[config.mk]
export PLATFORM = sky130hd
export DESIGN_NAME = joycon_pad_reader
export DESIGN_NICKNAME = d
export VERILOG_FILES = /design/src/rtl/joycon_pkg.sv /design/src/rtl/sync_2ff.sv /design/src/rtl/joycon_pad_reader.sv
export SDC_FILE = /design/constraint.sdc
export NUM_CORES = 1
export LEC_CHECK = 0
export ABC_AREA = 1
export CORE_MARGIN = 2
export CORE_UTILIZATION = 46
export CTS_CLUSTER_SIZE = 30
export DETAILED_ROUTE_END_ITERATION = 8
export GPL_TIMING_DRIVEN = 0
export SLEW_MARGIN = 10
export SYNTH_ARGS = -nofsm -noshare
export SYNTH_HDL_FRONTEND = slang
export SYNTH_HIERARCHICAL = 1
export SYNTH_SLANG_ARGS = --single-unit
[constraint.sdc]
create_clock -name clk -period 1.99 [get_ports clk]
set_input_delay 0.597 -clock clk [delete_from_list [all_inputs] [get_ports clk]]
set_output_delay 0.597 -clock clk [all_outputs]
set_load 0.02 [all_outputs]
[src/rtl/joycon_pkg.sv]
// rtl/joycon_pkg.sv - shared pad reader state encoding and button bit positions
package joycon_pkg;

  localparam int NUM_BTNS = 8;
  localparam int PHASE_W  = 8;
  localparam int POLL_W   = 24;

  typedef enum logic [2:0] {
    ST_IDLE   = 3'd0,
    ST_LATCH  = 3'd1,
    ST_SETTLE = 3'd2,
    ST_CLK_LO = 3'd3,
    ST_CLK_HI = 3'd4,
    ST_DONE   = 3'd5
  } pad_state_t;

  // Bit order of the 4021 shift chain, shared with the CPU-side shift register
  typedef enum logic [2:0] {
    BTN_A      = 3'd0,
    BTN_B      = 3'd1,
    BTN_SELECT = 3'd2,
    BTN_START  = 3'd3,
    BTN_UP     = 3'd4,
    BTN_DOWN   = 3'd5,
    BTN_LEFT   = 3'd6,
    BTN_RIGHT  = 3'd7
  } btn_idx_t;

endpackage

[src/rtl/sync_2ff.sv]
// rtl/sync_2ff.sv - two-flop synchroniser with parameterised reset value
module sync_2ff #(
  parameter logic RST_VAL = 1'b0
) (
  input  logic clk,
  input  logic rst,
  input  logic d,
  output logic q
);

  logic meta;

  always_ff @(posedge clk or negedge rst) begin
    if (!rst) begin
      meta <= RST_VAL;
      q    <= RST_VAL;
    end else begin
      meta <= d;
      q    <= meta;
    end
  end

endmodule

[src/rtl/joycon_pad_reader.sv]
// rtl/joycon_pad_reader.sv - polls a 4021-based pad and presents an atomic 8-bit button frame
module joycon_pad_reader
  import joycon_pkg::*;
#(
  parameter int CLK_DIV     = 6,
  parameter int POLL_PERIOD = 357954
) (
  input  logic                clk,
  input  logic                rst,
  input  logic                pad_data,
  output logic                pad_latch,
  output logic                pad_clk,
  output logic [NUM_BTNS-1:0] buttons,
  output logic                frame_valid
);

  localparam logic [PHASE_W-1:0] PH_LAST   = PHASE_W'(CLK_DIV - 1);
  localparam logic [POLL_W-1:0]  POLL_LAST = POLL_W'(POLL_PERIOD - 1);

  pad_state_t          state;
  pad_state_t          state_next;
  logic [POLL_W-1:0]   poll_cnt;
  logic [PHASE_W-1:0]  phase;
  logic                latch_half;
  logic [2:0]          bit_idx;
  logic [NUM_BTNS-1:0] cap;
  logic [NUM_BTNS-1:0] cap_next;
  logic                data_s;
  logic                poll_tc;
  logic                phase_tc;
  logic                latch_nx;
  logic                pclk_nx;

  sync_2ff #(
    .RST_VAL(1'b1)
  ) u_sync (
    .clk(clk),
    .rst(rst),
    .d  (pad_data),
    .q  (data_s)
  );

  assign poll_tc  = (poll_cnt == POLL_LAST);
  assign phase_tc = (phase == PH_LAST);

  always_ff @(posedge clk or negedge rst) begin
    if (!rst) begin
      state <= ST_IDLE;
    end else begin
      state <= state_next;
    end
  end

  // LATCH spans two phase periods so the 8-bit phase counter covers CLK_DIV up to 255
  always_comb begin
    state_next = state;
    case (state)
      ST_IDLE:   if (poll_tc) state_next = ST_LATCH;
      ST_LATCH:  if (phase_tc && latch_half) state_next = ST_SETTLE;
      ST_SETTLE: if (phase_tc) state_next = ST_CLK_LO;
      ST_CLK_LO: if (phase_tc) state_next = ST_CLK_HI;
      ST_CLK_HI: if (phase_tc) state_next = (bit_idx == 3'd7) ? ST_DONE : ST_CLK_LO;
      ST_DONE:   state_next = ST_IDLE;
      default:   state_next = ST_IDLE;
    endcase
  end

  always_comb begin
    latch_nx    = (state_next == ST_LATCH);
    pclk_nx     = (state_next != ST_CLK_LO);
    frame_valid = (state == ST_DONE);
  end

  always_comb begin
    cap_next = cap;
    if (phase_tc && state == ST_SETTLE) cap_next[BTN_A] = ~data_s;
    if (phase_tc && state == ST_CLK_HI) cap_next[bit_idx] = ~data_s;
  end

  always_ff @(posedge clk or negedge rst) begin
    if (!rst) begin
      poll_cnt   <= '0;
      phase      <= '0;
      latch_half <= 1'b0;
      bit_idx    <= 3'd0;
      cap        <= '0;
      buttons    <= '0;
      pad_latch  <= 1'b0;
      pad_clk    <= 1'b1;
    end else begin
      poll_cnt <= poll_tc ? '0 : poll_cnt + POLL_W'(1);

      if (state == ST_IDLE || state_next != state || phase_tc) begin
        phase <= '0;
      end else begin
        phase <= phase + PHASE_W'(1);
      end

      latch_half <= (state == ST_LATCH) && (latch_half || phase_tc);

      if (phase_tc && state == ST_SETTLE) begin
        bit_idx <= 3'd1;
      end else if (phase_tc && state == ST_CLK_HI) begin
        bit_idx <= bit_idx + 3'd1;
      end

      cap <= cap_next;

      // Final bit lands in the same edge, so load from cap_next to keep the frame atomic
      if (state_next == ST_DONE) begin
        buttons <= cap_next;
      end

      pad_latch <= latch_nx;
      pad_clk   <= pclk_nx;
    end
  end

endmodule

==> summary.md <==
| Metric | Value |
|---|---|
| RSZ-0062 raised after global routing | false |
| CTS tree | yes |
| Critical Path Start Type | flop |
| Htree depth | 3 |
| CP max-delay cell | clkdlybuf4s50_1 |
| FP Rows | 30 |
| Synth Cell Area | 3160 um2 |
| Die ar. | 7550 um2 |
| Clk pin slew, worst setup/hold paths | 70 ps |
| Largest net degree at the start of global routing | 60 |
| Yosys warning count | 6 |
| Syn avg cell area | 7.77 um2 |
| Post-synth top flop | dfrtp_1 |
| Yosys cell types | 35 |
| First DRT Iteration DRCs | 131 |
| Placer Congestion | 0.936 |
| HP Class | in2async |
| Nets | 440 |
| Ports | 14 |
| Diodes inserted | 0 |
| Worst path cell trace | clkdlybuf4s50_1 |
| Dpl ws | -55.1 ps |
| Port Buf Inserts | 13 |
| Power per cell area | 677 nW/um2 |
| CP peak stage delay | 620 ps |
| Final WS setup | 86.3 ps |
| Root Driver | clkbuf_8 |
| Core Region | 6720 um2 |
| Final Cycle Share | 95.7% |
| Synthesized flop and latch total | 59 |
| Worst Setup End Kind | output port |
| Synth async-reset ratio | 100% |
| Detail Route Antenna Nets | 0 |
| Grt total ovfl | 0 |
| Final setup violation count | 0 |
| Routed via count | 2,620 |
| Cells after Synth | 407 |
| Clk_skew | 9.62 ps |
| Area delta synth->final | 14.2% |
| Die W | 86.9 um |
| Worst EP required | 1390 ps |
| Layout cell share with drive strength beyond 1 | 8.72% |
| Hpwl dp | 4760 um |
| Post-synth top area share | 44.3% |
| R2r setup slk | 200 ps |
| Hold Vio Cnt, Final | 0 |
| Ranking of synthesized cells by area | dfrtp_1, nand2_1, inv_1 |
| VDD IR max | 0.501 mV |
| Vias per cell | 5.08 |
| Buf/Inv on CP | 1 |
| Slew @ Worst Pin | 726 ps |
| DRC Markers | 0 |
| Minimum clock period | 1900 ps |
| Status | finished, final reports clean |
| Fmax | 525 MHz |
| Die H | 86.9 um |
| Sequential cell area fraction in the yosys report | 46.8% |
| Global-route wire length before repair | 11,800 um |
| Vias in the first global route | 2,574 |
| Post-synth EDFFs | 0 |
| Starting density of the core | 47.0% |
| Leak | 1.77 nW |
| Routed WL | 6790 um |
| Slew margin rel. | 51.6% |
| Leading area contributor after synthesis | dfrtp_1 |
| Max_cap viols | 0 |
| Initial antenna violation count | 0 |
| Min Hold Slack | 325 ps |
| Post-Syn Nets | 416 |
| Critical path arrival | 1310 ps |
| Detailed Routing Iterations Pass 1 | 4 |
| CTS Sinks | 59 |
| Clk buf depth | 2 |
| Layout Utilization | 53.7% |
| GR Util All Layers | 20.2% |
| WS Path Type | reg2out |
| Final slew viol count | 0 |
| Skew-Pair Late Insertion Delay | 330 ps |
| Num CTS Buffers | 9 |
| Cell family with most CP delay | buffers and inverters |
| Wire length per cell | 13.2 um |
| Largest fanout on the critical path | 2 |
==> placed cells by master (no fill, tap or decap), types with 5 or more instances in the layout <==
cell             count
nor2_1              51
nand3_1             33
ha_1                 6
nand2_1            108
nand4_1             12
clkbuf_8            10
xor2_1              11
inv_1               55
o21ai_0             15
clkdlybuf4s50_1     10
xnor2_1              5
a21oi_1              5
dfrtp_1             56
nor3_1              12
==> synthesized netlist by cell type (2+ instances only) <==
library cell	count
nand2_1	108
dfrtp_1	56
inv_1	55
nor2_1	51
nand3_1	33
o21ai_0	15
nor3_1	13
nand4_1	12
xor2_1	11
ha_1	6
a21oi_1	5
xnor2_1	5
dfstp_2	3
nand2_2	3
nand3b_1	3
nor4_1	3
a32o_1	2
buf_2	2
buf_4	2
nand3_2	2
nor2_2	2
o21ai_1	2
==> registers in the layout (all words and copies together) (netlist names) <==
name / flops
poll_cnt: 24
buttons: 8
u_sync/q: 1
latch_half: 1
cap: 8
u_sync/meta: 1
pad_clk: 1
phase: 8
state: 3
pad_latch: 1
bit_idx: 3
==> layer usage <==
metal  global-route usage [%]  wire [um]
met1                     26.2       3190
met3                     5.50        179
met5                        0          0
met2                     32.0       3270
met4                     8.52        146
==> cell type report <==
cell class | count | area [um2]
Buffer | 7 | 45.0
Clock buffer | 12 | 145
Clock inverter | 4 | 73.8
Fill cell | 648 | 3110
Inverter | 56 | 210
Multi-Input combinational cell | 285 | 1430
Sequential cell | 59 | 1480
Tap cell | 80 | 100
Timing Repair Buffer | 13 | 124
==> logic make-up after synthesis <==
| group | count (synthesis) | synth area share (%) |
|---|---|---|
| AOI/OAI and AO/OA | 29 | 5.74 |
| xor gates and xnor gates | 16 | 4.43 |
| adders and majority gates | 6 | 2.38 |
| buffers and inverters | 63 | 8.08 |
| DFF | 59 | 46.8 |
| and+or+nand+nor | 234 | 32.5 |
==> repair_timing <==
item,4_1_cts,5_1_grt
endpoints found under the setup margin,2,1
setup buffers,0,0
hold buffers,0,0
gates resized for setup,6,2
==> where the power goes <==
part           leakage (nW)  internal (mW)  total, mW  switching (mW)
sequential            0.800           1.20       1.21         0.00280
combinational         0.858        0.00293     0.0252          0.0223
clock                 0.111          0.741       1.21           0.471
==> worst paths after layout <==
| path | depth (start not counted) | end | from |
|---|---|---|---|
| setup / recovery | 1 | buttons[5] | buttons[5] |
| hold / removal | 1 | phase[6] | rst |
| setup reg to reg | 11 | buttons[0] | phase[1] |
| hold reg to reg | 0 | u_sync/q | u_sync/meta |
| max in group asynchronous | 1 | poll_cnt[23] | rst |
| min in group clk | 0 | u_sync/q | u_sync/meta |
==> through the flow <==
step / std cells / instance area, um2 / TNS (ps) / total power [mW]
3_3_place_gp: 500 / 3390 / -91570 / 1.26
4_1_cts: 516 / 3600 / 0 / 2.49
5_1_grt: 516 / 3610 / 0 / 2.54
2_1_floorplan: 407 / 3160 / 0 / 1.23
6_report: 516 / 3610 / 0 / 2.44
3_5_place_dp: 500 / 3390 / -55.1 / 1.26
No activity file was read; power rests on OpenSTA's default activity.
